===== src/rtl/hkspi_bus_bridge_pkg.sv =====
// Shared types and constants for the housekeeping SPI register bridge.
// FSM encoding, reserved-address limit, timeout read value, ID byte lookup.
package hkspi_bus_bridge_pkg;

    typedef enum logic [1:0] {
        ST_IDLE  = 2'd0,
        ST_WRITE = 2'd1,
        ST_READ  = 2'd2,
        ST_LOCAL = 2'd3
    } state_e;

    // Addresses below this are answered locally (mode/ID bytes)
    localparam logic [7:0] RSV_LIMIT = 8'd8;

    // Returned to the SPI slave when a bus read times out
    localparam logic [7:0] TO_RDATA = 8'hFF;

    // ID byte for reserved address 0..7
    function automatic logic [7:0] id_byte(
        input logic [2:0]  a,
        input logic [11:0] mfgr,
        input logic [7:0]  prod,
        input logic [31:0] mask
    );
        logic [7:0] r;
        r = 8'h00;
        unique case (a)
            3'd0: r = 8'h00;
            3'd1: r = mfgr[7:0];
            3'd2: r = {4'h0, mfgr[11:8]};
            3'd3: r = prod;
            3'd4: r = mask[31:24];
            3'd5: r = mask[23:16];
            3'd6: r = mask[15:8];
            3'd7: r = mask[7:0];
        endcase
        return r;
    endfunction

endpackage


===== src/rtl/hkspi_bus_bridge_sync.sv =====
// Multi-flop synchronizer for an SCK-domain strobe, with a one-cycle
// pulse on each rising edge seen at the synchronizer output.
module hkspi_bus_bridge_sync #(
    parameter int STAGES = 2
) (
    input  logic clk,
    input  logic rst_n,
    input  logic d_i,
    output logic rise_o
);

    logic [STAGES-1:0] chain_q;
    logic [STAGES-1:0] chain_d;
    logic              last_q;
    logic              last_d;

    // Shift the async level in; remember the previous synchronized value
    always_comb begin
        chain_d = {chain_q[STAGES-2:0], d_i};
        last_d  = chain_q[STAGES-1];
    end

    // Synchronizer and edge-history flops
    always_ff @(posedge clk or negedge rst_n) begin
        if (!rst_n) begin
            chain_q <= '0;
            last_q  <= 1'b0;
        end else begin
            chain_q <= chain_d;
            last_q  <= last_d;
        end
    end

    assign rise_o = chain_q[STAGES-1] & ~last_q;

endmodule


===== src/rtl/hkspi_bus_bridge.sv =====
// Housekeeping SPI register interface to register-bus bridge.
// Optional bus-ack timeout: define HKSPI_BRIDGE_TIMEOUT_EN.
module hkspi_bus_bridge
    import hkspi_bus_bridge_pkg::*;
#(
    parameter int          SYNC_STAGES = 2,
    parameter logic [11:0] MFGR_ID     = 12'h456,
    parameter logic [7:0]  PROD_ID     = 8'h00,
    parameter logic [31:0] MASK_ID     = 32'h0,
    parameter int          TIMEOUT_CYC = 255
) (
    input  logic       wb_clk_i,
    input  logic       wb_rstn_i,
    input  logic       spi_wrstb,
    input  logic       spi_rdstb,
    input  logic [7:0] spi_addr,
    input  logic [7:0] spi_odata,
    output logic [7:0] spi_idata,
    output logic [7:0] bus_addr,
    output logic [7:0] bus_wdata,
    output logic       bus_we,
    output logic       bus_re,
    input  logic       bus_ack,
    input  logic [7:0] bus_rdata,
    output logic       bus_err
);

    logic       wr_ev;
    logic       rd_ev;

    state_e     state_q,   state_d;
    logic [7:0] addr_q,    addr_d;
    logic [7:0] wdata_q,   wdata_d;
    logic       we_q,      we_d;
    logic       re_q,      re_d;
    logic [7:0] idata_q,   idata_d;
    logic       pend_wr_q, pend_wr_d;
    logic       pend_rd_q, pend_rd_d;
    logic       clr_wr;
    logic       clr_rd;
    logic       to_hit;

`ifdef HKSPI_BRIDGE_TIMEOUT_EN
    localparam logic [15:0] TO_LAST = 16'(TIMEOUT_CYC - 1);
    logic [15:0] cnt_q, cnt_d;
    logic        err_q, err_d;
`endif

    cfg_ok: assert property (@(posedge wb_clk_i)
        (SYNC_STAGES >= 2) && (TIMEOUT_CYC >= 1));

    hkspi_bus_bridge_sync #(.STAGES(SYNC_STAGES)) u_sync_wr (
        .clk    (wb_clk_i),
        .rst_n  (wb_rstn_i),
        .d_i    (spi_wrstb),
        .rise_o (wr_ev)
    );

    hkspi_bus_bridge_sync #(.STAGES(SYNC_STAGES)) u_sync_rd (
        .clk    (wb_clk_i),
        .rst_n  (wb_rstn_i),
        .d_i    (spi_rdstb),
        .rise_o (rd_ev)
    );

`ifdef HKSPI_BRIDGE_TIMEOUT_EN
    // Ack-wait counter: runs only while a bus request is outstanding
    always_comb begin
        cnt_d  = '0;
        to_hit = 1'b0;
        if (state_q == ST_WRITE || state_q == ST_READ) begin
            cnt_d  = cnt_q + 16'd1;
            to_hit = (cnt_q == TO_LAST) && !bus_ack;
        end
    end
`else
    assign to_hit = 1'b0;
`endif

    // Next-state, request and read-data computation
    always_comb begin
        state_d = state_q;
        addr_d  = addr_q;
        wdata_d = wdata_q;
        we_d    = we_q;
        re_d    = re_q;
        idata_d = idata_q;
        clr_wr  = 1'b0;
        clr_rd  = 1'b0;
`ifdef HKSPI_BRIDGE_TIMEOUT_EN
        err_d   = err_q;
`endif
        unique case (state_q)
            ST_IDLE: begin
                if (pend_wr_q) begin
                    addr_d  = spi_addr;
                    wdata_d = spi_odata;
                    we_d    = (spi_addr >= RSV_LIMIT);
                    state_d = ST_WRITE;
                end else if (pend_rd_q) begin
                    addr_d = spi_addr;
                    if (spi_addr < RSV_LIMIT) begin
                        state_d = ST_LOCAL;
                    end else begin
                        re_d    = 1'b1;
                        state_d = ST_READ;
                    end
                end
            end
            ST_WRITE: begin
                if (addr_q < RSV_LIMIT) begin
                    clr_wr  = 1'b1;
                    state_d = ST_IDLE;
                end else if (bus_ack) begin
                    we_d    = 1'b0;
                    clr_wr  = 1'b1;
                    state_d = ST_IDLE;
                end else if (to_hit) begin
                    we_d    = 1'b0;
                    clr_wr  = 1'b1;
                    state_d = ST_IDLE;
`ifdef HKSPI_BRIDGE_TIMEOUT_EN
                    err_d   = 1'b1;
`endif
                end
            end
            ST_READ: begin
                if (bus_ack) begin
                    idata_d = bus_rdata;
                    re_d    = 1'b0;
                    clr_rd  = 1'b1;
                    state_d = ST_IDLE;
                end else if (to_hit) begin
                    idata_d = TO_RDATA;
                    re_d    = 1'b0;
                    clr_rd  = 1'b1;
                    state_d = ST_IDLE;
`ifdef HKSPI_BRIDGE_TIMEOUT_EN
                    err_d   = 1'b1;
`endif
                end
            end
            ST_LOCAL: begin
                idata_d = id_byte(addr_q[2:0], MFGR_ID, PROD_ID, MASK_ID);
                clr_rd  = 1'b1;
                state_d = ST_IDLE;
            end
            default: state_d = ST_IDLE;
        endcase
        pend_wr_d = wr_ev | (pend_wr_q & ~clr_wr);
        pend_rd_d = rd_ev | (pend_rd_q & ~clr_rd);
    end

    // FSM state, pending flags and registered outputs
    always_ff @(posedge wb_clk_i or negedge wb_rstn_i) begin
        if (!wb_rstn_i) begin
            state_q   <= ST_IDLE;
            addr_q    <= 8'h00;
            wdata_q   <= 8'h00;
            we_q      <= 1'b0;
            re_q      <= 1'b0;
            idata_q   <= 8'h00;
            pend_wr_q <= 1'b0;
            pend_rd_q <= 1'b0;
`ifdef HKSPI_BRIDGE_TIMEOUT_EN
            cnt_q     <= '0;
            err_q     <= 1'b0;
`endif
        end else begin
            state_q   <= state_d;
            addr_q    <= addr_d;
            wdata_q   <= wdata_d;
            we_q      <= we_d;
            re_q      <= re_d;
            idata_q   <= idata_d;
            pend_wr_q <= pend_wr_d;
            pend_rd_q <= pend_rd_d;
`ifdef HKSPI_BRIDGE_TIMEOUT_EN
            cnt_q     <= cnt_d;
            err_q     <= err_d;
`endif
        end
    end

    assign spi_idata = idata_q;
    assign bus_addr  = addr_q;
    assign bus_wdata = wdata_q;
    assign bus_we    = we_q;
    assign bus_re    = re_q;
`ifdef HKSPI_BRIDGE_TIMEOUT_EN
    assign bus_err   = err_q;
`else
    assign bus_err   = 1'b0;
`endif

endmodule


===== config.mk =====
export PLATFORM = sky130hd
export DESIGN_NAME = hkspi_bus_bridge
export DESIGN_NICKNAME = d
export VERILOG_FILES = /design/src/rtl/hkspi_bus_bridge_pkg.sv /design/src/rtl/hkspi_bus_bridge_sync.sv /design/src/rtl/hkspi_bus_bridge.sv
export SDC_FILE = /design/constraint.sdc
export NUM_CORES = 1
export LEC_CHECK = 0
export ABC_CLOCK_PERIOD_IN_PS = 1900
export BUFFER_PORTS_ARGS = -buffer_cell sky130_fd_sc_hd__buf_2
export CORE_MARGIN = 1.5
export CORE_UTILIZATION = 35
export DETAILED_ROUTE_END_ITERATION = 7
export SETUP_SLACK_MARGIN = 0.4
export SKIP_CTS_REPAIR_TIMING = 1
export SLEW_MARGIN = 20
export SYNTH_ARGS = -nofsm -noshare
export SYNTH_HDL_FRONTEND = slang
export SYNTH_HIERARCHICAL = 1
export SYNTH_SLANG_ARGS = --single-unit

===== constraint.sdc =====
create_clock -name wb_clk_i -period 1.9 [get_ports wb_clk_i]
set_input_delay 0.19 -clock wb_clk_i [delete_from_list [all_inputs] [get_ports wb_clk_i]]
set_output_delay 0.19 -clock wb_clk_i [all_outputs]
set_load 0.03 [all_outputs]

## After elaboration in Yosys (flattened, before gate mapping)

Memory sizes are Yosys's and may differ from the RTL's.
Index checks and enable logic that the tools add are counted.

| word-level totals | value |
|---|---|
| register bits after elaboration | 36 |
| ROM bits | 32 |
| bits of input ports | 29 |
| output and inout bits | 27 |
| logic and storage cells | 69 |
| memories | 1 |

Memories:

| memory | words | bits a word | rd ports | clocked after memory_dff | write ports | RTL line | RTL |
|---|---|---|---|---|---|---|---|
| (no name shown) | 8 | 4 | 1 | 0 | 0 | hkspi_bus_bridge_pkg.sv:27 | `unique case (a)` |

| cells by class | value |
|---|---|
| order comparisons | 3 |
| equality and inequality tests | 11 |
| mux-type cells | 22 |
| bitwise logic cells | 10 |
| reduce and logical (&&, ||, !) cells | 10 |

Operators with widths:

| cell | count |
|---|---|
| 8-bit 2-to-1 mux | 3 |
| 8-bit by 4-bit less-than comparator with 1-bit output, second input constant | 2 |
| 8-bit one-hot mux with 2 select lines | 1 |
| 2-bit != test, second input constant | 7 |
| 1-bit 2-to-1 mux | 10 |
| 8-bit by 4-bit greater-or-equal comparator with 1-bit output, second input constant | 1 |
| 2-bit 2-to-1 mux | 4 |
| 2-bit one-hot mux with 4 select lines | 1 |
| 2-bit nonzero test | 4 |
| 1-bit one-hot mux with 2 select lines | 3 |
| 2-bit AND reduction | 3 |
| 5-bit AND reduction | 1 |
| 1-bit AND | 4 |
| 2-bit equality test, second input constant | 2 |
| 1-bit inverter | 4 |
| 4-bit AND reduction | 1 |
| 3-bit != test, second input constant | 1 |
| 2-bit by 1-bit equality test with 1-bit output, second input constant | 1 |
| 2-bit logical NOT | 1 |
| 1-bit bitwise OR | 2 |

## Logic depth before layout (Yosys ltp)

Gate-level depths: netlist of run 1.

| depth | value |
|---|---|
| depth in word-level cells | 6 |
| gate-level depth with buffers | 5 |

## Hierarchy

The synthesis of run 1 kept the hierarchy.

By module, submodules not included:

| module | instances | cells an instance | area each (µm²) |
|---|---|---|---|
| hkspi_bus_bridge | 1 | 115 | 1337.5 |
| hkspi_bus_bridge_sync | 2 | 4 | 88.8 |

## Least setup slack after synthesis of run 1

No wires, ideal clock.

| timing | value |
|---|---|
| path type | register -> register |
| start | register addr_q[7], in the netlist bus_addr[7] |
| end | register state_q[0] |
| library setup time | 0.140 ns |
| arrival time | 1.386 ns |
| data required time | 1.760 ns |
| setup slack | 0.374 ns |
| stages on the path, launching flop included | 4 |
| period minus slack after synthesis | 1.526 ns |
| cell sequence | dfrtp_1 -> or4_4 -> o21ai_0 -> o221ai_1 |

| on the way | value |
|---|---|
| word-level cells in the longest chain between the ends | 3 |

RTL lines:

| element | RTL line | RTL |
|---|---|---|
| start, declared | hkspi_bus_bridge.sv:32 | `logic [7:0] addr_q, addr_d;` |
| start signal, assigned | hkspi_bus_bridge.sv:171 | `addr_q <= addr_d;` |
| 8-bit by 4-bit less-than comparator with 1-bit output | hkspi_bus_bridge.sv:111 | `if (addr_q < RSV_LIMIT) begin` |
| 2-bit 2-to-1 mux | hkspi_bus_bridge.sv:111 |  |
| 2-bit one-hot mux with 4 select lines | hkspi_bus_bridge.sv:93 | `unique case (state_q)` |
| end signal, assigned | hkspi_bus_bridge.sv:170 | `state_q <= state_d;` |
| end, declared | hkspi_bus_bridge.sv:31 | `state_e state_q, state_d;` |

Every way passes these cells.
A chain may end at the register's enable or synchronous reset.

## Worst setup path after layout of run 1

| timing | value |
|---|---|
| start | register state_q[0] |
| end | register wdata_q[4], in the netlist bus_wdata[4] |

| on the way | value |
|---|---|
| word-level cells in the longest chain between the ends | 2 |

RTL lines:

| element | RTL line | RTL |
|---|---|---|
| 2-bit logical NOT | hkspi_bus_bridge.sv:93 |  |
| 2-bit AND reduction (no line) | - |  |
| end signal, assigned | hkspi_bus_bridge.sv:172 | `wdata_q <= wdata_d;` |
| end, declared | hkspi_bus_bridge.sv:33 | `logic [7:0] wdata_q, wdata_d;` |

Every way passes these cells.

==> results of run 1 <==
-- state kept, by name, summed over array words and instances (netlist names) --
signal,count
bus_we,1
pend_rd_q,1
bus_wdata,8
spi_idata,8
u_sync_wr/last_q,1
u_sync_rd/chain_q,2
u_sync_wr/chain_q,2
bus_addr,8
u_sync_rd/last_q,1
pend_wr_q,1
bus_re,1
state_q,2
-- per-stage QoR --
step / utilization / hold slack, ns / setup WS (ns)
floorplan: - / -0.106 / 0.412
global route: 0.477 / 0.00247 / 0.396
CTS: 0.472 / 0.00136 / 0.408
global placement: 0.450 / 0.301 / 0.466
finish: 0.477 / -0.0180 / 0.459
detailed placement: 0.450 / 0.300 / 0.416
-- power by group through the flow --
| stage | clock, W | combinational [W] | sequential, W |
|---|---|---|---|
| floorplan | 0 | 0.000717 | 0.00187 |
| global placement | 0 | 0.00170 | 0.00133 |
| detailed placement | 0 | 0.00175 | 0.00135 |
| CTS | 0.000560 | 0.00174 | 0.00134 |
| global route | 0.000596 | 0.00189 | 0.00139 |
| finish | 0.000540 | 0.00174 | 0.00134 |
-- kinds of logic (layout without fill, tap and decap cells) --
kind of cell,count (synthesis),count (layout),share of synthesized area
flops,36,36,0.595
simple gates,27,27,0.117
other cells,1,1,0.00247
buf+inv,13,73,0.0388
mux,17,17,0.126
compound gates,28,28,0.113
fa+ha+maj,1,1,0.00826
-- worst min-delay path by stage --
stage              start                    to  slack [ns]  cells past startpoint
2_1_floorplan  wb_rstn_i           bus_addr[0]       -0.11                      0
3_3_place_gp   spi_rdstb  u_sync_rd/chain_q[0]        0.30                      1
3_5_place_dp   spi_wrstb  u_sync_wr/chain_q[0]        0.30                      1
4_1_cts        spi_wrstb  u_sync_wr/chain_q[0]       0.001                      1
5_1_grt        spi_rdstb  u_sync_rd/chain_q[0]       0.002                      1
6_report       wb_rstn_i          spi_idata[3]       -0.02                      1
-- layer usage --
| layer | vias up | GRT usage | wire length (um) |
|---|---|---|---|
| li1 | 548 | - | - |
| met1 | 554 | 0.148 | 1230 |
| met2 | 42 | 0.262 | 1600 |
| met3 | 6 | 0.0552 | 185 |
| met4 | 0 | 0.0662 | 60 |
| met5 | - | 0 | 0 |
-- critical path, cell delays in order (launching register included) --
cell and delay [ns]:
dfrtp_2 0.45, buf_4 0.17, nor3b_2 0.18, buf_6 0.18
mux2_2 0.34
-- final cells by class --
| type | count | area share |
|---|---|---|
| inverters | 7 | 0.0135 |
| well taps | 50 | 0.0321 |
| clock buffers | 8 | 0.0462 |
| repair buffers | 58 | 0.157 |
| multi-input cells | 74 | 0.287 |
| flip-flops and latches | 36 | 0.464 |
-- placed cells by master (no fill, tap or decap), drive strengths merged, types with 2 or more instances in the layout --
cell type  Yosys  final
a21oi          9      9
and3           4      4
buf            5     57
clkbuf         1      8
dfrtp         36     36
inv            7      7
mux2          16     16
nand2          7      7
nor2           5      5
nor2b          2      2
nor3b          4      4
o21ai          9      9
o22ai          4      4
or4            2      2
==> run metrics, run 1 <==
peak supply drop=around 0.86 mV; first-pass GRT wire length=slightly below 5000 um; DRT antenna net count=0; Pwr Total=0.00362 W; top cell type by total area after synthesis=dfrtp_1; clock latency on the worst-skew pair=0.28 ns; ys flop type=dfrtp_1; top cell type's share of synthesized area=0.595; Fill cells=between 300 and 400; fin crit share=0.758; failing checks=hold timing; Post-synth ARST share=1.00; Avg Cell Area, Syn=~12 sq um; Starting Density=0.371; worst endpoint data arrival time=1.61 ns; internal power=a little over 0.002 W; initial antenna violation count=0; maximum clock path buffer count=2; GRT Residual Overflow=0; vias in the first global route=1,113; overall die width=roughly 70 um; measured slew at the worst slew-check pin=slightly below 0.8 ns; reg-to-reg endpoint=bus_wdata[4]; WP data required=2.07 ns; worst r2r src=state_q[0]; Hold Slack=-0.0180 ns; number of synthesized flops with an enable pin=0; First-pass DRT Iterations=4; crit path from=state_q[0]; Synth-to-Final Area Change=28.7%; top-count cell post-synth=dfrtp_1; die height=68.8 um; I/O Pins=56; pin count of the biggest net entering global routing=37; clock sink count=36; area of the core=between 4000 and 5000 sq um; cell area after synthesis=approximately 1500 sq um; outcome=finished, violations left; synth cell count leaders=dfrtp_1 (36), mux2_2 (16), a21oi_1 (9); Yosys cell types=29; startpoint class of the critical path=flip-flop; Setup Viol. Count Final=0; DR WL/cell=between 10 and 15 um; Post-Layout Cell Count=233; min Tclk post-route=~1.4 ns; Via density=about 4.9; FF+latch area=905 sq um; Cells after Synth=about 120; Post-Syn Nets=around 150; # rows=23; R2R Setup Slk=0.46 ns; CTS tree=built; htree depth=2; post-DP HPWL=about 2300 um; unrepaired setup endpoints after global routing=yes; total CTS buffers=5; fmax=~0.69 GHz; Port Buffer Count=54; Worst-path clk slew=0.07 ns; DRC=0; gpl congestion=about 0.75; leak pwr=~0.95 nW; DP Area=1840 sq um; Reg2Reg Depth=4; final wirelength=roughly 3100 um; NetSw=0.00154 W; FF+latch count, synth=36; final net count=between 200 and 250; HP Class=input pin to asynchronous set/reset pin; root buffer cell=clkbuf_8; Seq/Total Area, Yosys=0.595; final slew viol count=0; Fin. Hold Viols=36; Total GRT Usage=0.145; Sw Share=0.426; Ant. Diodes=0; Worst setup EP type=flip-flop; Clock Skew=between 0.003 and 0.004 ns; largest cells by area after synthesis=dfrtp_1 (59%), mux2_2 (12%), a21oi_1 (3.0%); layout cells sized above 1=0.492; DRT iter0 DRCs=42; part of the power in registers=0.370; placed cell count=around 220; PwrDens=between 1500 and 2000 nW/um^2; vias=~1.2k; clock group share of total power=0.149; fin area=just under 2000 sq um; die area=~4700 sq um; Setup crit end=bus_wdata[4]; combinational fraction of design power=0.481; crit path max fanout=11; CP Class=flip-flop to flip-flop; Slew headroom=0.485; Synthesis Warnings=6; Setup TNS=0 ns; area of the multi-input gates=about 560 sq um; max_cap viols=0
(Power assumes the default switching activity.)
==> run 2, diff against run 1 <==
- ABC_AREA: default -> 1
- ABC_CLOCK_PERIOD_IN_PS: 1900 -> 1300
- clock period: 1.9 -> 1.3 ns (I/O delays scaled with it)
==> run metrics, run 2 <==
outcome=finished, final reports clean; final setup margin=approximately 0.11 ns; pin count of the biggest net entering global routing=21; Port Buffer Count=54; main combinational cell family by area after synthesis=simple AND/OR/NAND/NOR gates; FF+latch count, synth=36; max_cap viols=0; cell area after synthesis=1550 sq um; startpoint class of the critical path=flip-flop; gpl congestion=0.756; DR WL/cell=about 12 um; DRT iter0 DRCs=between 80 and 90; first-pass GRT wire length=approximately 5500 um; htree depth=2; Worst-path clk slew=about 0.07 ns; Worst setup EP type=flip-flop; Worst Path Buf+Inv=1; cell mode on critical path=nand2_1; overall die width=slightly below 70 um; DRT antenna net count=0; clock sink count=36; Post-synth ARST share=1.00; commonest cells after routing, fill and taps aside=nand2_1 (42), dfrtp_1 (28), buf_2 (28), buf_6 (28), nand3_1 (25); Post-Syn Nets=between 200 and 250; CP top delay family=flip-flops; final net count=about 280; fmax=0.841 GHz; layout cells sized above 1=0.417; vias in the first global route=1,232; crit path max fanout=7; GRT Residual Overflow=0; HP Class=input pin to flip-flop; Starting Density=0.359; Yosys cell types=23; peak supply drop=~1.2 mV; Post-Synth Simple-Gate Area=0.250; Seq/Total Area, Yosys=0.580; mux share of post-synthesis cell area=0; final slew viol count=0; critical path cell sequence=nor2_4 > nand2_4 > buf_12 > nand2_1 > nand2_1; clock latency on the worst-skew pair=0.28 ns; most common cell after layout, fill and taps aside=nand2_1; largest cells by area after synthesis=dfrtp_1 (58%), nand2_1 (11%), nand3_1 (8.4%); Ant. Diodes=0; top-count cell post-synth=nand2_1; total CTS buffers=5; Setup Viol. Count Final=0; maximum clock path buffer count=2; post-DP HPWL=2470 um; Hold Slack=~0.075 ns; ys flop type=dfrtp_1; top cell type's share of synthesized area=0.580; I/O Pins=56; WP data required=1.48 ns; number of synthesized flops with an enable pin=0; Cells after Synth=~170; top cell type by total area after synthesis=dfrtp_1; synth cell count leaders=nand2_1 (46), dfrtp_1 (36), nand3_1 (26); fin crit share=0.915; final wirelength=3620 um; First-pass DRT Iterations=4; Avg Cell Area, Syn=about 9.0 sq um; adder-cell area share of the yosys netlist=0.00805; PwrDens=between 2000 and 3000 nW/um^2; Synthesis Warnings=6; Via density=4.51; root buffer cell=clkbuf_8; crit-path max cell delay=0.46 ns; CP Class=flip-flop to flip-flop; DRC=0; # rows=24; Clock Skew=between 0.007 and 0.008 ns; dpl ws=between 0.06 and 0.07 ns; Setup TNS=0 ns; die height=approximately 70 um; vias=1,381; die area=4850 sq um; initial antenna violation count=0; leak pwr=about 1.3 nW; Compound-Gate Fraction of Synth Area=0.0853; Synth-to-Final Area Change=52.2%; Post-Synth XOR/XNOR Area=0; Total GRT Usage=0.142; min Tclk post-route=1.19 ns; Slowest cell on crit path=dfrtp_2; worst endpoint data arrival time=between 1 and 1.5 ns; unrepaired setup endpoints after global routing=yes; CTS tree=built; Pwr Total=approximately 0.0065 W; area of the core=approximately 4300 sq um; Fin. Hold Viols=0
-- run 2: changes by cell type after synthesis, sizes merged, moves of 5 or more --
cell	before	now
mux2	16	0
inv	7	20
a21oi	9	2
nand2	7	48
nand3	0	26
nor2	5	11
o21ai	9	14
-- run 2: path summary, 6_finish.rpt --
path	depth (start not counted)	to	start	slack, ns
min in group asynchronous	2	spi_idata[4]	wb_rstn_i	0.31
worst min-delay path	3	bus_wdata[7]	spi_odata[7]	0.07
worst max register to register	5	bus_wdata[0]	state_q[1]	0.11
max in group asynchronous	3	pend_wr_q	wb_rstn_i	0.53
worst max-delay path	5	bus_wdata[0]	state_q[1]	0.11
worst min register to register	0	u_sync_rd/chain_q[1]	u_sync_rd/chain_q[0]	0.36
-- run 2: per-stage QoR --
stage | std cells | util | instance area (sq um)
after global routing | 306 | 0.547 | 2360
after detailed placement | 280 | 0.445 | 1920
final | 306 | 0.547 | 2360
after floorplan | 173 | - | 1580
after CTS | 288 | 0.466 | 2010
after global placement | 280 | 0.445 | 1920
-- run 2: routing by layer --
| layer | wire [um] | vias to the layer above | global-route usage |
|---|---|---|---|
| met5 | 0 | - | 0 |
| met4 | 37 | 0 | 0.0449 |
| met1 | 1640 | 629 | 0.189 |
| met2 | 1730 | 37 | 0.218 |
| met3 | 199 | 4 | 0.0494 |
| li1 | - | 711 | - |
-- run 2: area by class of cell --
cell class	count	area (sq um)
sequential	36	911
clock buffer	8	90.1
tap	52	65.1
timing repair buffer	79	661
multi-input combinational	111	563
fill	429	1960
inverter	20	75.1
-- run 2: cell families after synthesis --
group | count (synthesis)
compound gates | 22
fa+ha+maj | 1
buf+inv | 26
flops | 36
other cells | 1
simple gates | 87
-- run 2: tightest hold or removal path: cells and delay by family --
family                 cells  cell delay, ns
AND/OR/NAND/NOR            2            0.12
buffers and inverters      1            0.07
-- run 2: where the power goes --
part	switching, W	total, W	internal (W)
clock	0.000370	0.000802	0.000432
sequential	0.000417	0.00203	0.00162
combinational	0.00197	0.00365	0.00168
